$ cat config.mk
export PLATFORM = sky130hd
export DESIGN_NAME = order_replay_buffer_flat
export DESIGN_NICKNAME = d
export VERILOG_FILES = /design/src/rtl/order_replay_pkg.sv /design/src/rtl/order_replay_buffer_if.sv /design/src/rtl/order_replay_mem.sv /design/src/rtl/order_replay_buffer.sv /design/src/flat_wrapper.sv
export SDC_FILE = /design/constraint.sdc
export NUM_CORES = 1
export LEC_CHECK = 0
export ABC_AREA = 1
export BUFFER_PORTS_ARGS = -buffer_cell sky130_fd_sc_hd__buf_4
export CAP_MARGIN = 25
export CORE_MARGIN = 2
export CORE_UTILIZATION = 59
export DETAILED_ROUTE_END_ITERATION = 10
export PLACE_DENSITY = 0.85
export SLEW_MARGIN = 20
export SYNTH_ARGS = -nofsm -noshare
export SYNTH_HDL_FRONTEND = slang
export SYNTH_SLANG_ARGS = --single-unit
export TNS_END_PERCENT = 5
$ cat constraint.sdc
create_clock -name clk -period 6 [get_ports clk]
set_input_delay 0 -clock clk [delete_from_list [all_inputs] [get_ports clk]]
set_output_delay 0 -clock clk [all_outputs]
set_load 0.05 [all_outputs]
$ cat src/rtl/order_replay_pkg.sv
// Shared constants, state encoding, window entry layout and the window-membership test
// used by the order replay buffer.
package order_replay_pkg;

  localparam int DATA_W = 32;
  localparam int ID_W   = 4;
  localparam int DEPTH  = 2 ** ID_W;

  typedef enum logic [0:0] {
    RUN    = 1'b0,
    REPLAY = 1'b1
  } state_e;

  typedef struct packed {
    logic [DATA_W-1:0] data;
    logic [2:0]        key_index;
    logic              target_id;
  } entry_t;

  // An id is outstanding when its distance from head (mod DEPTH) is below count.
  function automatic logic in_window(input logic [ID_W-1:0] id,
                                     input logic [ID_W-1:0] head,
                                     input logic [ID_W:0]   count);
    logic [ID_W-1:0] off;
    off = id - head;
    return {1'b0, off} < count;
  endfunction

endpackage

$ cat src/rtl/order_replay_buffer_if.sv
// Source, dispatch, resend and retire signals of the order replay buffer, bundled for
// the DUT (slave) and for whoever drives it (master).
interface order_replay_buffer_if import order_replay_pkg::*; ();

  logic [DATA_W-1:0] in_data;
  logic [2:0]        in_key_index;
  logic              in_target_id;
  logic              in_vld;
  logic              in_ready;

  logic [DATA_W-1:0] test_data;
  logic              test_data_vld;
  logic [2:0]        key_index;
  logic [ID_W-1:0]   order_id;
  logic              target_id;

  logic              resend_en;
  logic [ID_W-1:0]   resend_id;

  logic              ret_vld;
  logic [ID_W-1:0]   ret_id;

  modport slave (
    input  in_data, in_key_index, in_target_id, in_vld,
    output in_ready,
    output test_data, test_data_vld, key_index, order_id, target_id,
    input  resend_en, resend_id,
    input  ret_vld, ret_id
  );

  modport master (
    output in_data, in_key_index, in_target_id, in_vld,
    input  in_ready,
    input  test_data, test_data_vld, key_index, order_id, target_id,
    output resend_en, resend_id,
    output ret_vld, ret_id
  );

endinterface

$ cat src/rtl/order_replay_mem.sv
// Replay window storage: DEPTH entries, one synchronous write port, one asynchronous
// read port. Storage is deliberately not reset.
module order_replay_mem import order_replay_pkg::*; (
  input  logic            clk,
  input  logic            we_i,
  input  logic [ID_W-1:0] waddr_i,
  input  entry_t          wdata_i,
  input  logic [ID_W-1:0] raddr_i,
  output entry_t          rdata_o
);

  entry_t mem_q [DEPTH];

  always_ff @(posedge clk) begin
    if (we_i) begin
      mem_q[waddr_i] <= wdata_i;
    end
  end

  assign rdata_o = mem_q[raddr_i];

endmodule

$ cat src/rtl/order_replay_buffer.sv
// Order-id allocator and go-back-N replay window feeding the dispatch stage.
// Optional accepted-resend counter on replay_cnt_o when ORDER_REPLAY_STATS_EN is defined.
module order_replay_buffer import order_replay_pkg::*; (
  input  logic                  clk,
  input  logic                  rst_n,
  order_replay_buffer_if.slave  bus,
  output logic                  err_o,
  output logic [15:0]           replay_cnt_o
);

  localparam logic [0:0] ST_RUN    = 1'(RUN);
  localparam logic [0:0] ST_REPLAY = 1'(REPLAY);

  logic [ID_W-1:0] head_q, head_d;
  logic [ID_W-1:0] tail_q, tail_d;
  logic [ID_W-1:0] rp_q, rp_d;
  logic [ID_W:0]   count_q, count_d;
  logic [0:0]      state_q, state_d;

  entry_t          out_q, out_d;
  logic            vld_q, vld_d;
  logic [ID_W-1:0] oid_q, oid_d;
  logic            err_q, err_d;

  logic            accept;
  logic            ret_ok;
  logic            res_ok;
  logic [ID_W-1:0] ret_off;
  logic [ID_W-1:0] rp_off;
  logic [ID_W-1:0] head_ret;
  logic [ID_W:0]   count_ret;
  logic [ID_W-1:0] rp_eff;
  entry_t          in_entry;
  entry_t          rd_entry;

  // count_q[ID_W] is set exactly when the window holds DEPTH entries.
  assign bus.in_ready = rst_n && (state_q == ST_RUN) && !count_q[ID_W] && !bus.resend_en;

  assign in_entry = '{data: bus.in_data, key_index: bus.in_key_index, target_id: bus.in_target_id};

  order_replay_mem u_mem (
    .clk     (clk),
    .we_i    (accept),
    .waddr_i (tail_q),
    .wdata_i (in_entry),
    .raddr_i (rp_eff),
    .rdata_o (rd_entry)
  );

  always_comb begin
    accept    = bus.in_vld && bus.in_ready;
    ret_off   = bus.ret_id - head_q;
    rp_off    = rp_q - head_q;
    ret_ok    = bus.ret_vld && in_window(bus.ret_id, head_q, count_q);
    head_ret  = ret_ok ? bus.ret_id + 1'b1 : head_q;
    count_ret = ret_ok ? count_q - {1'b0, ret_off} - 1'b1 : count_q;
    // Resend validity is judged against the window left after a same-cycle retire.
    res_ok    = bus.resend_en && in_window(bus.resend_id, head_ret, count_ret);
    err_d     = (bus.ret_vld && !ret_ok) || (bus.resend_en && !res_ok);
    rp_eff    = (ret_ok && (rp_off <= ret_off)) ? head_ret : rp_q;

    head_d  = head_ret;
    tail_d  = tail_q;
    count_d = count_ret + {{ID_W{1'b0}}, accept};
    state_d = state_q;
    rp_d    = rp_q;
    vld_d   = 1'b0;
    out_d   = out_q;
    oid_d   = oid_q;

    if (res_ok) begin
      state_d = ST_REPLAY;
      rp_d    = bus.resend_id;
    end else if (state_q == ST_RUN) begin
      if (accept) begin
        vld_d  = 1'b1;
        out_d  = in_entry;
        oid_d  = tail_q;
        tail_d = tail_q + 1'b1;
      end
    end else if (count_ret == '0) begin
      state_d = ST_RUN;
    end else begin
      vld_d = 1'b1;
      out_d = rd_entry;
      oid_d = rp_eff;
      rp_d  = rp_eff + 1'b1;
      if (rp_eff == tail_q - 1'b1) begin
        state_d = ST_RUN;
      end
    end
  end

  always_ff @(posedge clk or negedge rst_n) begin
    if (!rst_n) begin
      head_q  <= '0;
      tail_q  <= '0;
      rp_q    <= '0;
      count_q <= '0;
      state_q <= ST_RUN;
      out_q   <= '0;
      vld_q   <= 1'b0;
      oid_q   <= '0;
      err_q   <= 1'b0;
    end else begin
      head_q  <= head_d;
      tail_q  <= tail_d;
      rp_q    <= rp_d;
      count_q <= count_d;
      state_q <= state_d;
      out_q   <= out_d;
      vld_q   <= vld_d;
      oid_q   <= oid_d;
      err_q   <= err_d;
    end
  end

  assign bus.test_data     = out_q.data;
  assign bus.key_index     = out_q.key_index;
  assign bus.target_id     = out_q.target_id;
  assign bus.test_data_vld = vld_q;
  assign bus.order_id      = oid_q;
  assign err_o             = err_q;

`ifdef ORDER_REPLAY_STATS_EN
  logic [15:0] replay_cnt_q;

  always_ff @(posedge clk or negedge rst_n) begin
    if (!rst_n) begin
      replay_cnt_q <= '0;
    end else if (res_ok && (replay_cnt_q != 16'hFFFF)) begin
      replay_cnt_q <= replay_cnt_q + 16'd1;
    end
  end

  assign replay_cnt_o = replay_cnt_q;
`else
  assign replay_cnt_o = '0;
`endif

endmodule

$ cat src/flat_wrapper.sv
// flat-port wrapper written by rule: the top's interface ports become plain ports
module order_replay_buffer_flat import order_replay_pkg::*;
  (clk, rst_n, err_o, replay_cnt_o, bus_in_data, bus_in_key_index, bus_in_target_id, bus_in_vld, bus_in_ready, bus_test_data, bus_test_data_vld, bus_key_index, bus_order_id, bus_target_id, bus_resend_en, bus_resend_id, bus_ret_vld, bus_ret_id);
  order_replay_buffer_if bus_i ();
  input  logic clk;
  input  logic rst_n;
  output logic err_o;
  output logic [15:0] replay_cnt_o;
  input wire logic [$bits(bus_i.in_data)-1:0] bus_in_data;
  input wire logic [$bits(bus_i.in_key_index)-1:0] bus_in_key_index;
  input wire logic [$bits(bus_i.in_target_id)-1:0] bus_in_target_id;
  input wire logic [$bits(bus_i.in_vld)-1:0] bus_in_vld;
  output wire logic [$bits(bus_i.in_ready)-1:0] bus_in_ready;
  output wire logic [$bits(bus_i.test_data)-1:0] bus_test_data;
  output wire logic [$bits(bus_i.test_data_vld)-1:0] bus_test_data_vld;
  output wire logic [$bits(bus_i.key_index)-1:0] bus_key_index;
  output wire logic [$bits(bus_i.order_id)-1:0] bus_order_id;
  output wire logic [$bits(bus_i.target_id)-1:0] bus_target_id;
  input wire logic [$bits(bus_i.resend_en)-1:0] bus_resend_en;
  input wire logic [$bits(bus_i.resend_id)-1:0] bus_resend_id;
  input wire logic [$bits(bus_i.ret_vld)-1:0] bus_ret_vld;
  input wire logic [$bits(bus_i.ret_id)-1:0] bus_ret_id;
  assign bus_i.in_data = bus_in_data;
  assign bus_i.in_key_index = bus_in_key_index;
  assign bus_i.in_target_id = bus_in_target_id;
  assign bus_i.in_vld = bus_in_vld;
  assign bus_in_ready = bus_i.in_ready;
  assign bus_test_data = bus_i.test_data;
  assign bus_test_data_vld = bus_i.test_data_vld;
  assign bus_key_index = bus_i.key_index;
  assign bus_order_id = bus_i.order_id;
  assign bus_target_id = bus_i.target_id;
  assign bus_i.resend_en = bus_resend_en;
  assign bus_i.resend_id = bus_resend_id;
  assign bus_i.ret_vld = bus_ret_vld;
  assign bus_i.ret_id = bus_ret_id;
  order_replay_buffer u_core (.clk(clk), .rst_n(rst_n), .bus(bus_i), .err_o(err_o), .replay_cnt_o(replay_cnt_o));
endmodule
==> results.sh <==
export IMPL_netlist_area_sq_mm=0.0291
export IMPL_pin_count=108
export IMPL_avgRoutedWirePerCell_um=20.7
export IMPL_maxSlewViolCount=0
export IMPL_fmax_ghz=0.180
export IMPL_synth_main_ff_cell="edfxtp_1"
export IMPL_synth_seq_area_share=0.647
export IMPL_start_kind="flip-flop"
export IMPL_cts_tree="built"
export IMPL_grt_pass1_vias=21500
export IMPL_clk_insertion_delay_late_ns=0.63
export IMPL_rows=81
export IMPL_final_cell_mix="nand2_1, nand3_1, edfxtp_1, inv_1, buf_4"
export IMPL_required_ns=6.57
export IMPL_status="finished, final reports clean"
export IMPL_cp_arrival_ns=6.12
export IMPL_path_max_fanout=6
export IMPL_cts_num_sinks=636
export IMPL_gp_congestion=0.829
export IMPL_drtIter0Drc=3007
export IMPL_initial_core_util=0.596
export IMPL_critical_path_slowest_cell="dlygate4sd3_1"
export IMPL_route_detailed_drc=0
export IMPL_dpl_hpwl_mm=40.0
export IMPL_core_sq_mm=0.0487
export IMPL_fin_crit_ns=5.55
export IMPL_dp_slack_ns=0.594
export IMPL_grt_start_max_net_pins=129
export IMPL_slowest_delay_ns=0.58
export IMPL_min_path_type="in -> reg"
export IMPL_path_buf_inv=8
export IMPL_syn_avg_cell_area_sq_um=10.1
export IMPL_drv_cap=0
export IMPL_cts_buffers_inserted=58
export IMPL_die_y_um=226
export IMPL_io_buffers=91
export IMPL_finalWirelength_mm=76.6
export IMPL_dr_pass1_iters=6
export IMPL_antennaDiodeCount=0
export IMPL_hold_viol=0
export IMPL_syn2layout_area_growth_pct=13.2
export IMPL_finalCritPeriodShare=0.924
export IMPL_grt_antenna_before_repair=0
export IMPL_synth_edf_count=576
export IMPL_setup_violations_final=0
export IMPL_worst_setup_path_type="reg -> reg"
export IMPL_async_reset_ff_frac=0.0943
export IMPL_routed_via_density=5.88
export IMPL_nets=3072
export IMPL_yosysUniqueCellTypes=33
export IMPL_stdcell_count=3701
export IMPL_worst_pin_slew_ns=1.07
export IMPL_dp_cells=3527
export IMPL_clock_root_buffer="clkbuf_16"
export IMPL_yosysWarnings=0
export IMPL_rsz0062_at_grt="false"
export IMPL_skew_ns=0.0168
export IMPL_cts_htree_levels=2
export IMPL_drive_gt1_frac=0.0925
export IMPL_die_w_um=226
export IMPL_dieArea_sq_mm=0.0511
export IMPL_grt_use_total=0.300
export IMPL_vias=21800
export IMPL_clkTransAtPathRegs_ns=0.07
export IMPL_ant_nets=0
export IMPL_grt_pass1_wl_mm=116
export IMPL_final_common_cell="nand2_1"
export IMPL_cts_buffer_depth=3
export IMPL_slew_headroom=0.282
export IMPL_critical_path_top_delay_family="buffers and inverters"
export IMPL_synth_seq_cells=636
export IMPL_finalSetupTns_ns=0
export IMPL_cp_end_kind="flip-flop"
export IMPL_syn_inst=2878
export IMPL_gr_total_overflow=0
export IMPL_fillCellCount=3247
export IMPL_final_setup_worst_slack_ns=0.454
what timing repair did:
action / 4_1_cts / 5_1_grt
resized for setup: 0 / 5
endpoints found under the hold margin: 686 / 24
hold buffers: 58 / 1
setup buffers: 0 / 4
endpoints found under the setup margin: 0 / 8
synth_stat cells (2+ instances only):
cell      number  share of area
fa_1           4         0.0028
inv_1        507          0.065
dfrtp_1       60          0.052
nand2_4        2        0.00077
xnor2_1       10         0.0030
edfxtp_1     576           0.59
nand3b_1      53          0.014
buf_1          8         0.0010
ha_1          32          0.014
nand3_2        4         0.0014
clkbuf_1      27         0.0035
o21ai_0       14         0.0024
nand3_1      578          0.099
o21ai_2        3        0.00090
o21ai_1        2        0.00034
nand4_1        4        0.00086
buf_6          3         0.0012
nor2_2         5         0.0011
buf_4         33         0.0085
nand2_1      686          0.089
nor3_1         2        0.00034
nand2_2        7         0.0015
o211ai_1       4         0.0010
inv_2          6        0.00077
nor2_1       105          0.014
a21oi_1       33         0.0057
buf_2         90          0.015
xor2_1        15         0.0045
kinds of logic (layout without fill, tap and decap cells):
| kind of cell | count (synthesis) | after routing | synth area share |
|---|---|---|---|
| and+or+nand+nor | 1450 | 1450 | 0.223 |
| buffers and inverters | 674 | 818 | 0.0959 |
| DFF | 636 | 636 | 0.647 |
| AOI/OAI and AO/OA | 56 | 56 | 0.0104 |
| adders and majority gates | 36 | 36 | 0.0165 |
| xor gates and xnor gates | 25 | 25 | 0.00753 |
| other | 1 | 16 | 0.000129 |
per-stage QoR:
stage	util	area (sq um)	hold WS, ns
finish	0.675	32900	0.0658
global route	0.675	32900	0.0876
CTS	0.674	32900	0.0413
detailed placement	0.622	30300	0.217
global placement	0.621	30300	0.187
floorplan	-	29100	-0.296
routing by layer:
| metal | global-route usage | up-vias | part of all wire |
|---|---|---|---|
| met5 | 0 | - | 0 |
| met4 | 0.154 | 0 | 0.048 |
| met2 | 0.496 | 1673 | 0.48 |
| li1 | - | 9561 | - |
| met3 | 0.0604 | 326 | 0.12 |
| met1 | 0.378 | 10200 | 0.35 |
layout make-up:
cell class                      count  area, sq um  share of cell area
Sequential cell                   636        18800               0.571
Multi-Input combinational cell   1583         7750               0.235
Inverter                          513         1930              0.0585
Timing Repair Buffer              195         1690              0.0512
Clock buffer                       73         1610              0.0489
Tap cell                          664          831              0.0252
Clock inverter                     37          327             0.00992
state kept, by name, summed over array words and instances (netlist names):
name / count
u_core.rp_q: 4
u_core.bus.target_id: 1
u_core.head_q: 4
u_core.bus.order_id: 4
u_core.bus.test_data_vld: 1
u_core.err_o: 1
u_core.u_mem.mem_q: 576
u_core.count_q: 5
u_core.state_q: 1
u_core.bus.key_index: 3
u_core.bus.test_data: 32
u_core.tail_q: 4
final timing paths:
check / endpoint / slack [ns] / depth (start not counted) / from
min reg2reg: u_core.bus.order_id[0]$_DFFE_PN0P_ / 0.49 / 2 / u_core.bus.order_id[0]$_DFFE_PN0P_
min: u_core.head_q[2]$_DFF_PN0_ / 0.07 / 5 / bus_ret_id[1]
max in group asynchronous: u_core.bus.test_data[3]$_DFFE_PN0P_ / 5.00 / 4 / rst_n
max: u_core.rp_q[2]$_DFFE_PN0P_ / 0.45 / 28 / u_core.head_q[0]$_DFF_PN0_
max reg2reg: u_core.rp_q[2]$_DFFE_PN0P_ / 0.45 / 28 / u_core.head_q[0]$_DFF_PN0_
min in group asynchronous: u_core.err_o$_DFF_PN0_ / 0.38 / 3 / rst_n
worst register-to-register path: cells and delay by family (launching register included):
family / cells / cell delay [ns]
AOI/OAI and AO/OA: 4 / 0.45
DFF: 1 / 0.38
xor gates and xnor gates: 3 / 0.51
and+or+nand+nor: 8 / 1.01
buffers and inverters: 8 / 1.61
adders and majority gates: 5 / 1.54
Power is left out: the tool's default activity adds up to more than one toggle a clock period on the data nets, which glitch-free logic cannot reach.
